===== config.mk =====
export PLATFORM = sky130hd
export DESIGN_NAME = tt_accum_unit
export DESIGN_NICKNAME = d
export VERILOG_FILES = /design/src/rtl/tt_accum_pkg.sv /design/src/rtl/tt_accum_alu.sv /design/src/rtl/tt_accum_unit.sv
export SDC_FILE = /design/constraint.sdc
export NUM_CORES = 1
export LEC_CHECK = 0
export BUFFER_PORTS_ARGS = -buffer_cell sky130_fd_sc_hd__buf_2
export CAP_MARGIN = 40
export CELL_PAD_IN_SITES_DETAIL_PLACEMENT = 1
export CELL_PAD_IN_SITES_GLOBAL_PLACEMENT = 1
export CORE_MARGIN = 1
export CORE_UTILIZATION = 42
export CTS_BUF_LIST = sky130_fd_sc_hd__clkbuf_16
export CTS_CLUSTER_DIAMETER = 80
export DETAILED_ROUTE_END_ITERATION = 10
export PLACE_DENSITY = 0.88
export SLEW_MARGIN = 20
export SYNTH_ARGS = -nofsm -noshare
export SYNTH_HDL_FRONTEND = slang
export SYNTH_SLANG_ARGS = --single-unit

===== constraint.sdc =====
create_clock -name clk -period 4.3 [get_ports clk]
set_clock_uncertainty 0.15 [all_clocks]
set_input_delay 0.215 -clock clk [delete_from_list [all_inputs] [get_ports clk]]
set_output_delay 0.215 -clock clk [all_outputs]
set_load 0.01 [all_outputs]

===== src/rtl/tt_accum_pkg.sv =====
// Shared types for the multi-channel accumulator: command encoding,
// output-buffer state and the command field width.
package tt_accum_pkg;

    localparam int OP_W = 2;

    typedef enum logic [OP_W-1:0] {
        OP_LOAD = 2'd0,
        OP_ADD  = 2'd1,
        OP_SUB  = 2'd2,
        OP_CLR  = 2'd3
    } op_e;

    typedef enum logic {
        ST_EMPTY = 1'b0,
        ST_FULL  = 1'b1
    } state_e;

endpackage


===== src/rtl/tt_accum_alu.sv =====
// Combinational accumulator datapath: computes the new channel value and
// its out-of-range flag, saturating or wrapping depending on SAT.
module tt_accum_alu
    import tt_accum_pkg::*;
#(
    parameter int WIDTH = 8,
    parameter int SAT   = 1
) (
    input  logic [WIDTH-1:0] acc,
    input  logic [WIDTH-1:0] a,
    input  logic [WIDTH-1:0] b,
    input  op_e              op,
    output logic [WIDTH-1:0] result,
    output logic             ovf
);

    logic [WIDTH+1:0] sumWide;
    logic [WIDTH+1:0] diffWide;

    // Two guard bits: a set top bit marks a negative SUB result, any set
    // guard bit marks an ADD result above the representable maximum.
    assign sumWide  = {2'b00, acc} + {2'b00, a} + {2'b00, b};
    assign diffWide = {2'b00, acc} - {2'b00, a};

    always_comb begin
        result = '0;
        ovf    = 1'b0;
        case (op)
            OP_LOAD: begin
                result = a;
            end
            OP_ADD: begin
                ovf    = |sumWide[WIDTH+1:WIDTH];
                result = (ovf && (SAT != 0)) ? '1 : sumWide[WIDTH-1:0];
            end
            OP_SUB: begin
                ovf    = diffWide[WIDTH+1];
                result = (ovf && (SAT != 0)) ? '0 : diffWide[WIDTH-1:0];
            end
            default: begin
                result = '0;
            end
        endcase
    end

endmodule


===== src/rtl/tt_accum_unit.sv =====
// Multi-channel accumulator with a single-entry result buffer and
// valid/ready handshakes on both command and result sides.
module tt_accum_unit
    import tt_accum_pkg::*;
#(
    parameter int WIDTH = 8,
    parameter int NCH   = 4,
    parameter int SAT   = 1
) (
    input  logic                     clk,
    input  logic                     rst,
    input  logic                     ena,
    input  logic                     in_valid,
    output logic                     in_ready,
    input  logic [OP_W-1:0]          op,
    input  logic [$clog2(NCH)-1:0]   ch,
    input  logic [WIDTH-1:0]         a,
    input  logic [WIDTH-1:0]         b,
    output logic                     out_valid,
    input  logic                     out_ready,
    output logic [$clog2(NCH)-1:0]   out_ch,
    output logic [WIDTH-1:0]         out_data,
    output logic                     out_ovf
);

    localparam int CHW = $clog2(NCH);

    logic [WIDTH-1:0] acc_q [NCH];
    state_e           state_q, state_d;
    logic [CHW-1:0]   out_ch_q;
    logic [WIDTH-1:0] out_data_q;
    logic             out_ovf_q;
    logic             accept;
    logic [WIDTH-1:0] alu_result;
    logic             alu_ovf;

    assign in_ready = ena && ((state_q == ST_EMPTY) || out_ready);
    assign accept   = in_valid && in_ready;

    tt_accum_alu #(
        .WIDTH (WIDTH),
        .SAT   (SAT)
    ) u_alu (
        .acc    (acc_q[ch]),
        .a      (a),
        .b      (b),
        .op     (op_e'(op)),
        .result (alu_result),
        .ovf    (alu_ovf)
    );

    always_ff @(posedge clk) begin
        if (rst) begin
            for (int i = 0; i < NCH; i++) begin
                acc_q[i] <= '0;
            end
        end else if (accept) begin
            acc_q[ch] <= alu_result;
        end
    end

    always_ff @(posedge clk) begin
        if (rst) begin
            out_ch_q   <= '0;
            out_data_q <= '0;
            out_ovf_q  <= 1'b0;
        end else if (accept) begin
            out_ch_q   <= ch;
            out_data_q <= alu_result;
            out_ovf_q  <= alu_ovf;
        end
    end

    always_ff @(posedge clk) begin
        if (rst) begin
            state_q <= ST_EMPTY;
        end else begin
            state_q <= state_d;
        end
    end

    // With the block disabled out_ready is ignored, so the buffer cannot drain.
    always_comb begin
        state_d = state_q;
        if (ena) begin
            case (state_q)
                ST_EMPTY: if (accept) state_d = ST_FULL;
                ST_FULL:  if (!accept && out_ready) state_d = ST_EMPTY;
                default:  state_d = ST_EMPTY;
            endcase
        end
    end

    always_comb begin
        out_valid = (state_q == ST_FULL);
        out_ch    = out_ch_q;
        out_data  = out_data_q;
        out_ovf   = out_ovf_q;
    end

endmodule


==> metrics <==
GPL Wtd Cong 0.879; area grow syn2layout 17.2%; power per cell area 386 nW/um^2; htree depth 2; crit path launch type register; full die area 8080 sq um; Setup TNS 0 ps; Post-synth EDFFs 32; die width 89.9 um; Critical R2R Launch acc_q[3][1]; total power 1.47 mW; Worst Hold End out_ch[1]; Clk Latency, worst-skew pair 290 ps; CTS tree built; first-pass GRT wire length 14700 um; Final Max Slew Viols 0; Hold Path Class input pin to register; Worst-path clk slew 60 ps; largest family of logic cells by synthesized area compound AO/OA/AOI/OAI gates; Worst R2R Path Depth 15; Avg Vias per Cell 5.84; I/O Pins 38; Synth top area share 29.6%; sequential share of the synthesized area 37.0%; Final min period 4290 ps; Congestion Overflow GR 0; relative slew slack 51.3%; CTS max path bufs 2; Yosys cell types 59; die height 89.9 um; syn_area_per_cell 10.1 sq um; DR DRC count 0; Area contributors post-synth edfxtp_1 (30%), ha_1 (11%), dfxtp_1 (7.4%); antenna cell count 0; vias in the first global route 2869; leak pwr 1.57 nW; xor/xnor cell area share of the yosys netlist 4.05%; drt total wl 9650 um; VDD IR max 0.000215 V; Setup crit end kind register; DPL Wire Length 6930 um; Top Family by Delay on Critical Path compound AO/OA/AOI/OAI gates; YS warnings 0; post-synth net total 377; Initial DRC Count 168; DP Area 3570 sq um; Core Util, Final 51.6%; site row count 31; worst slew pin tran 727 ps; cts hold-fix bufs 0; setup ws final 13.0 ps; CTS buffer count 5; CTS root buffer clkbuf_16; fraction of layout cells with a size suffix above 1 25.3%; port bufs 37; Most Frequent Cell on Critical Path nor2_1; status finished clean; wire per inst 20.5 um; Post-DRT Antenna Nets 0; Hold Startpoint rst; synthesized flop and latch total 44; maxcap violations 0; number of antenna violations at the first check in global routing 0; final hold vios 0; Levels on crit path 15; design area 3800 sq um; largest net degree at the start of global routing 14; Post-Synth Adder-Cell Area 12.6%; Synth async-reset ratio 0%; Critical-path top delay cell mux4_2; Max FO, Critical Path 6; complex-gate fraction of the synthesized area 20.9%; final cycle utilization of the critical path 99.7%; slowest stage delay, CP 510 ps; WS Path Type register to register; WHS Path Cells 2; clock sinks 44; starting density of the core 44.0%; FF-to-FF setup slack 10 ps; Total Nets Final 426; crit path DAT 4170 ps; post-synthesis mux area share 6.25%; Top FF cell, synth edfxtp_1; Tot GR Track Use 23.4%; post-synthesis cell count 321; crit-path cells mux4_2, buf_4, ha_1, o21bai_1, a21oi_2, o31ai_4, nor2_1, xor2_1, ha_2, o21ai_0, a21boi_0, o2bb2ai_2, mux2i_2, a2111oi_4, nor2_1; worst reg2reg endpoint acc_q[3][3]; # setup viols final 0; area leader, netlist edfxtp_1; fmax 233 MHz; Core ar. 7370 sq um; via count 2747; pre-CTS setup slack -3.83 ps; unrepaired setup endpoints after global routing yes; Req. time, crit path 4180 ps; Simple-Gate Fraction of Synth Area 15.1%; first drt pass iteration count 4; Mapped Area 3240 sq um; WP buf/inv 1
-- cells in the final DEF, fill, tap and decap left out, types with 2 or more instances in the layout --
cell type  instances
ha_1              27
and2_1             4
a211oi_2           2
nor4_1             2
nand2b_1           6
a21boi_0           2
edfxtp_1          32
o21a_1             3
nand3_1            3
fa_1               3
clkinv_2           2
mux4_2             8
o211ai_1           3
buf_2             38
nand2_1           31
xor2_1             9
a21oi_4            2
inv_1             18
nor3b_1            4
nor3_2             2
a2bb2oi_2          2
a22oi_1            2
or2_2              2
nor2b_1            6
clkbuf_16          5
dfxtp_1           12
o21ai_1           13
a31oi_1            2
nand4_1            4
a21oi_1           30
a21o_1             6
nor2_1            28
o21ai_0            6
o21bai_1           3
buf_4             13
o21ai_2            3
xnor2_1            6
-- how the worst max path moves through the flow --
stage,startpoint,to
after global routing,acc_q[3][1],acc_q[3][3]
final,acc_q[3][1],acc_q[3][3]
after global placement,ch[0],acc_q[3][3]
after floorplan,ch[0],acc_q[3][3]
after CTS,acc_q[3][1],acc_q[0][0]
after detailed placement,ch[0],acc_q[0][7]
-- Yosys cell counts, drive strengths merged (4+ instances only) --
| cell type | instances |
|---|---|
| a21o | 6 |
| a21oi | 33 |
| and2 | 4 |
| buf | 10 |
| dfxtp | 12 |
| edfxtp | 32 |
| ha | 28 |
| inv | 18 |
| mux4 | 8 |
| nand2 | 31 |
| nand2b | 6 |
| nand4 | 4 |
| nor2 | 29 |
| nor2b | 6 |
| nor3b | 5 |
| o21ai | 22 |
| xnor2 | 6 |
| xor2 | 9 |
-- metrics by stage --
step	hold slack, ps	std cells
2_1_floorplan	253	321
3_3_place_gp	288	454
3_5_place_dp	294	455
4_1_cts	91.1	465
5_1_grt	116	470
6_report	94.2	470
-- worst reg2reg max path, cell delays in order (launching register included) --
cell and delay (ps):
edfxtp_1 390, mux4_2 510, buf_4 170, ha_1 170, o21bai_1 160, a21oi_2 240, o31ai_4 90, nor2_1 130
xor2_1 200, ha_2 310, o21ai_0 320, a21boi_0 200, o2bb2ai_2 280, mux2i_2 230, a2111oi_4 390, nor2_1 100
-- routing by layer --
layer / vias up / share of wire (%) / GRT usage, %
li1: 1274 / - / -
met1: 1372 / 41 / 27.0
met2: 79 / 52 / 42.6
met3: 22 / 4.1 / 4.06
met4: 0 / 3.5 / 9.54
met5: - / 0 / 0
-- registers in the layout, summed over array words and instances, names as in the netlist --
register	count
acc_q	32
out_ch	2
out_data	8
out_ovf	1
out_valid	1
-- layout make-up --
| class | instances | area, sq um |
|---|---|---|
| inverters | 18 | 67.6 |
| well taps | 99 | 124 |
| clock inverters | 3 | 13.8 |
| flip-flops and latches | 44 | 1200 |
| multi-input cells | 249 | 1960 |
| repair buffers | 52 | 308 |
| fillers | 845 | 3570 |
| clock buffers | 5 | 125 |
-- cells by family (layout without fill, tap and decap cells) --
group | count (synthesis) | in the layout
xor gates and xnor gates | 15 | 15
DFF | 44 | 44
adders and majority gates | 31 | 31
AOI/OAI and AO/OA | 95 | 95
muxes | 9 | 10
buffers and inverters | 29 | 78
and+or+nand+nor | 98 | 98
-- power by group --
part | leakage (nW) | switching (mW) | internal (mW)
clock | 0.0710 | 0.160 | 0.211
combinational | 1.07 | 0.371 | 0.240
sequential | 0.431 | 0.00812 | 0.477
-- repair_timing --
item,4_1_cts,5_1_grt
buffers inserted,2,4
pin swaps,0,1
resized for setup,0,7
gates cloned,0,1
endpoints found under the setup margin,1,32
endpoints found under the hold margin,0,0
No activity file was read; power rests on OpenSTA's default activity.
